`src/rtl/masked_split_bv_seq.sv`:
```
// Purpose : split one masked 2*HALF_WIDTH-bit word (NUM_SHARES shares) into two half-width masked beats.
// Latency : first beat valid 1 cycle after accept, second beat the cycle after the first is consumed.
// Backpr. : out_ready only in EMPTY or while the last beat is being consumed; held beats stay stable.
//
// Ports:
//   in_clock  - rising-edge clock
//   in_reset  - asynchronous active-low reset
//   in_a      - masked input word, one packed lane per share
//   in_valid  - in_a valid
//   out_ready - block can accept in_a this cycle
//   out_b     - masked half-word beat, one packed lane per share
//   out_half  - 0: out_b carries the low half, 1: the high half
//   out_valid - out_b / out_half valid
//   in_ready  - downstream accepts the beat this cycle
module masked_split_bv_seq #(
    parameter int NUM_SHARES = 2,
    parameter int HALF_WIDTH = 15,
    parameter int HIGH_FIRST = 0
) (
    input  logic                                      in_clock,
    input  logic                                      in_reset,
    input  logic [NUM_SHARES-1:0][2*HALF_WIDTH-1:0]   in_a,
    input  logic                                      in_valid,
    output logic                                      out_ready,
    output logic [NUM_SHARES-1:0][HALF_WIDTH-1:0]     out_b,
    output logic                                      out_half,
    output logic                                      out_valid,
    input  logic                                      in_ready
);

    localparam logic FIRST_HALF = (HIGH_FIRST != 0);

    typedef enum logic [1:0] {
        EMPTY  = 2'd0,
        FIRST  = 2'd1,
        SECOND = 2'd2
    } state_t;

    state_t state;
    state_t state_nxt;

    // Each share has its own lane in the word register; lanes never mix.
    logic [NUM_SHARES-1:0][2*HALF_WIDTH-1:0] word_q;

    logic accept;
    logic half_sel;

    // Handshake and next-state logic. in_ready only reaches out_ready through
    // the SECOND-state term, which lets a new word land as the last beat leaves.
    always_comb begin
        out_ready = (state == EMPTY) || ((state == SECOND) && in_ready);
        accept    = in_valid && out_ready;
        state_nxt = state;
        case (state)
            EMPTY: begin
                if (accept) begin
                    state_nxt = FIRST;
                end
            end
            FIRST: begin
                if (in_ready) begin
                    state_nxt = SECOND;
                end
            end
            SECOND: begin
                if (in_ready) begin
                    state_nxt = accept ? FIRST : EMPTY;
                end
            end
            default: begin
                state_nxt = EMPTY;
            end
        endcase
    end

    always_ff @(posedge in_clock or negedge in_reset) begin
        if (!in_reset) begin
            state  <= EMPTY;
            word_q <= '0;
        end else begin
            state <= state_nxt;
            if (accept) begin
                word_q <= in_a;
            end
        end
    end

    // Half select comes from the state register alone so the mux control is
    // independent of any share value.
    always_comb begin
        out_valid = (state != EMPTY);
        half_sel  = 1'b0;
        out_b     = '0;
        case (state)
            FIRST:   half_sel = FIRST_HALF;
            SECOND:  half_sel = !FIRST_HALF;
            default: half_sel = 1'b0;
        endcase
        out_half = half_sel;
        if (state != EMPTY) begin
            for (int i = 0; i < NUM_SHARES; i++) begin
                out_b[i] = half_sel ? word_q[i][2*HALF_WIDTH-1:HALF_WIDTH]
                                    : word_q[i][HALF_WIDTH-1:0];
            end
        end
    end

endmodule

```
`config.mk`:
```
export PLATFORM = sky130hd
export DESIGN_NAME = masked_split_bv_seq
export DESIGN_NICKNAME = d
export VERILOG_FILES = /design/src/rtl/masked_split_bv_seq.sv
export SDC_FILE = /design/constraint.sdc
export NUM_CORES = 1
export LEC_CHECK = 0
export CORE_UTILIZATION = 44
export CTS_CLUSTER_SIZE = 40
export DETAILED_ROUTE_END_ITERATION = 10
export PLACE_DENSITY = 0.87
export SETUP_SLACK_MARGIN = 0.3
export SYNTH_ARGS = -nofsm -noshare
export SYNTH_HDL_FRONTEND = slang
export SYNTH_SLANG_ARGS = --single-unit
export TNS_END_PERCENT = 20
```
`constraint.sdc`:
```
create_clock -name in_clock -period 2.1 [get_ports in_clock]
set_input_delay 0.63 -clock in_clock [delete_from_list [all_inputs] [get_ports in_clock]]
set_output_delay 0.63 -clock in_clock [all_outputs]
set_load 0.1 [all_outputs]
```
# ---- Yosys cells after proc, flatten, opt, wreduce, memory -nomap -nowiden
# Index checks and enable logic that the tools add are counted.
dict set report op_classes {
  n_eq_ne 5
  n_mux 9
  reduce_logical 6
}
# operator count
set ops {}
lappend ops {{$mux W15} 2}
lappend ops {{$mux W30} 1}
lappend ops {{$mux W2} 3}
lappend ops {{$ne A2 B2 Y1 const B} 3}
lappend ops {{$pmux W2 S3} 1}
lappend ops {{$reduce_and A3 Y1} 1}
lappend ops {{$eq A2 B1 Y1 const B} 1}
lappend ops {{$eq A2 B2 Y1 const B} 1}
lappend ops {{$logic_and A1 B1 Y1} 2}
lappend ops {{$logic_not A2 Y1} 1}
lappend ops {{$mux W1} 2}
lappend ops {{$reduce_bool A2 Y1} 1}
lappend ops {{$logic_or A1 B1 Y1} 1}
dict set report totals {
  register_bits 62
}

# ---- Depth between registers and ports, before layout
dict set report depth {
  word_depth 7
  depth_mapped 4
  depth_no_buf 3
}

# ---- Worst setup path before layout
# No wires, ideal clock.
dict set report synth_timing {
  kind {reg2out}
  startpoint {register state[0]}
  endpoint {output port out_b[20] (netlist name)}
  arrival_time_ns 2.070
  required_time_ns 1.470
  setup_slack_ns -0.600
  stages_incl_launch_ff 5
  n_path_buf 2
  path_cell_list {dfrtp_1 > buf_2 > nor2b_1 > buf_2 > a22o_1}
}
# item line_no
set synth_lines {}
lappend synth_lines {{start, declared} 39} ;# state_t state;
lappend synth_lines {{start signal, assigned} 81} ;# state <= state_nxt;
lappend synth_lines {{end, declared} 25} ;# output logic [NUM_SHARES-1:0][HALF_WIDTH-1:0] out_b,

==> metrics.yaml <==
status: "complete, but fails checks"
violations: "negative setup slack"
stdcell_area_sq_mm: 0.00469
rsz0062_at_grt: "true"
setup.worst_path.end_class: "output port"
drt_iter0_markers: 73
vias_per_cell: 5.28
syn2layout_area_growth_pct: 76.4
synth_area_leaders: "dfrtp_1 58%, mux2_2 23%, a22o_1 9.9%, buf_6 2.5%, mux2_1 2.1%"
ant_nets: 0
die_area_sq_mm: 0.00636
gp_congestion: 0.701
die_width_microns: 79.8
ys_seq_elements: 62
grt_overflow_total: 0
drive_gt1_frac: 0.550
clock-sinks: 62
ios: 97
clk_latency_ns: 0.33
cts_tree: "built"
tightest_slew_ns: 0.388
finalSetupViolCount: 32
finalHoldViolCount: 0
wirelength_microns: 6960
synth_area_leader_cell: "dfrtp_1"
arrival_ns: 1.54
grt_pass1_wl_microns: 11100
die_h_microns: 79.8
rows: 27
reg2reg_slack_ns: 0.25
synth_seq_area_share: 0.583
route.detailed.drc: 0
grt_max_degree: 48
core_sq_mm: 0.00568
antenna_cells: 0
vias: 1916
cts_buffer_depth: 2
period_share: 1.03
fin_nets: 351
netlist_instances: 176
initial_utilization: 0.469
critPathRequiredTime_ns: 1.47
reg2reg_depth: 5
finalMaxSlewViolations: 0
fin_ws_ns: -0.0707
r2r_end: "word_q[59]$_DFFE_PN0P_"
max_freq_mhz: 461
final_cell_mix: "61 x dfrtp_1, 60 x clkdlybuf4s50_1, 53 x mux2_2, 40 x buf_12, 30 x a22o_4"
finalSetupTns_ns: -1.95
dpl.hpwl_microns: 4470
worstSetupPathType: "flop to output port"
maxCapViolations: 0
io_buffers: 96
ys_warn_count: 0
synth_area_sq_mm: 0.00266
syn_area_per_cell_sq_um: 15.1
final_common_cell: "dfrtp_1"
clk_pin_slew_worst_paths_ns: 0.07
clock-root-buffer: "clkbuf_8"
synth_top_cell_area_share: 0.583
hold_path.class: "primary input to asynchronous set/reset pin"
min_period_ns: 2.17
dr.pass1.iters: 4
place_area_sq_mm: 0.00435
startpoint_type: "flop"
cts_hold_buffers: 0
path_max_fanout: 5
maxSlewHeadroom: 0.741
antenna_found_initial: 0
htreeDepth: 3
ys_types: 14
skew_ns: 0.00699
post_drt_wl_per_cell_microns: 19.2
grt_usage: 0.242
grt_pass1_vias: 2188
cts_buffers: 9
r2r-start: "state[0]$_DFFE_PN0P_"
synth_nets: 240
==> cell usage after synthesis, drive strengths merged <==
cell	number
or2	1
buf	8
nor2b	2
a22o	30
clkbuf	5
nor2	3
nand2	2
mux2	60
dfrtp	62
nor3b	1
o21ai	2
==> worst max-delay path, cell delays in order (launching register included) <==
cell	delay (ns)
dfrtp_1	0.40
nor2b_4	0.16
buf_6	0.13
buf_12	0.14
a22o_4	0.23
buf_12	0.16
==> cell type report <==
class                   instances  area (sq um)
multi-input cells             101          1320
flip-flops and latches         62          1550
clock inverters                 5          27.5
fillers                       294           983
clock buffers                  10           128
repair buffers                113          1580
well taps                      72          90.1
==> cell families (layout without fill, tap and decap cells) <==
kind of cell / after synthesis / after routing / share of synthesized area
muxes: 60 / 60 / 0.254
DFF: 62 / 62 / 0.583
AOI/OAI and AO/OA: 32 / 32 / 0.103
buffers and inverters: 13 / 128 / 0.0362
and+or+nand+nor: 9 / 9 / 0.0240
==> through the flow <==
step	hold slack [ns]	utilization	setup slack (ns)	instances
2_1_floorplan	0.334	-	0.271	176
3_3_place_gp	0.489	0.766	-0.172	339
3_5_place_dp	0.501	0.766	-0.205	339
4_1_cts	0.215	0.820	-0.0725	362
5_1_grt	0.217	0.827	-0.122	363
6_report	0.216	0.827	-0.0707	363
==> how the worst max path moves through the flow <==
stage | to | depth (start not counted) | slack (ns) | startpoint
CTS | out_b[22] | 5 | -0.07 | state[1]$_DFFE_PN0P_
global route | out_b[9] | 5 | -0.12 | state[1]$_DFFE_PN0P_
global placement | word_q[36]$_DFFE_PN0P_ | 5 | -0.17 | in_ready
finish | out_b[9] | 5 | -0.07 | state[1]$_DFFE_PN0P_
detailed placement | word_q[35]$_DFFE_PN0P_ | 5 | -0.21 | in_ready
floorplan | out_b[20] | 4 | 0.27 | state[0]$_DFFE_PN0P_
==> sequential cells by signal (all words and copies together), names as in the netlist <==
register,flops
state,2
word_q,60
==> what timing repair did <==
| item | 4_1_cts | 5_1_grt |
|---|---|---|
| endpoints found under the hold margin | 0 | 0 |
| cloned | 3 | 0 |
| pin swaps | 7 | 3 |
| endpoints found under the setup margin | 93 | 47 |
| gates resized for setup | 14 | 5 |
| buffers inserted | 5 | 1 |
==> metal layers <==
metal	track usage	wire, microns	vias to the layer above
li1	-	-	872
met1	0.282	2890	960
met2	0.411	3490	68
met3	0.0709	372	16
met4	0.109	202	0
met5	0	0	-
Power is left out: the tool's default activity adds up to more than one toggle a clock period on the data nets, which glitch-free logic cannot reach.
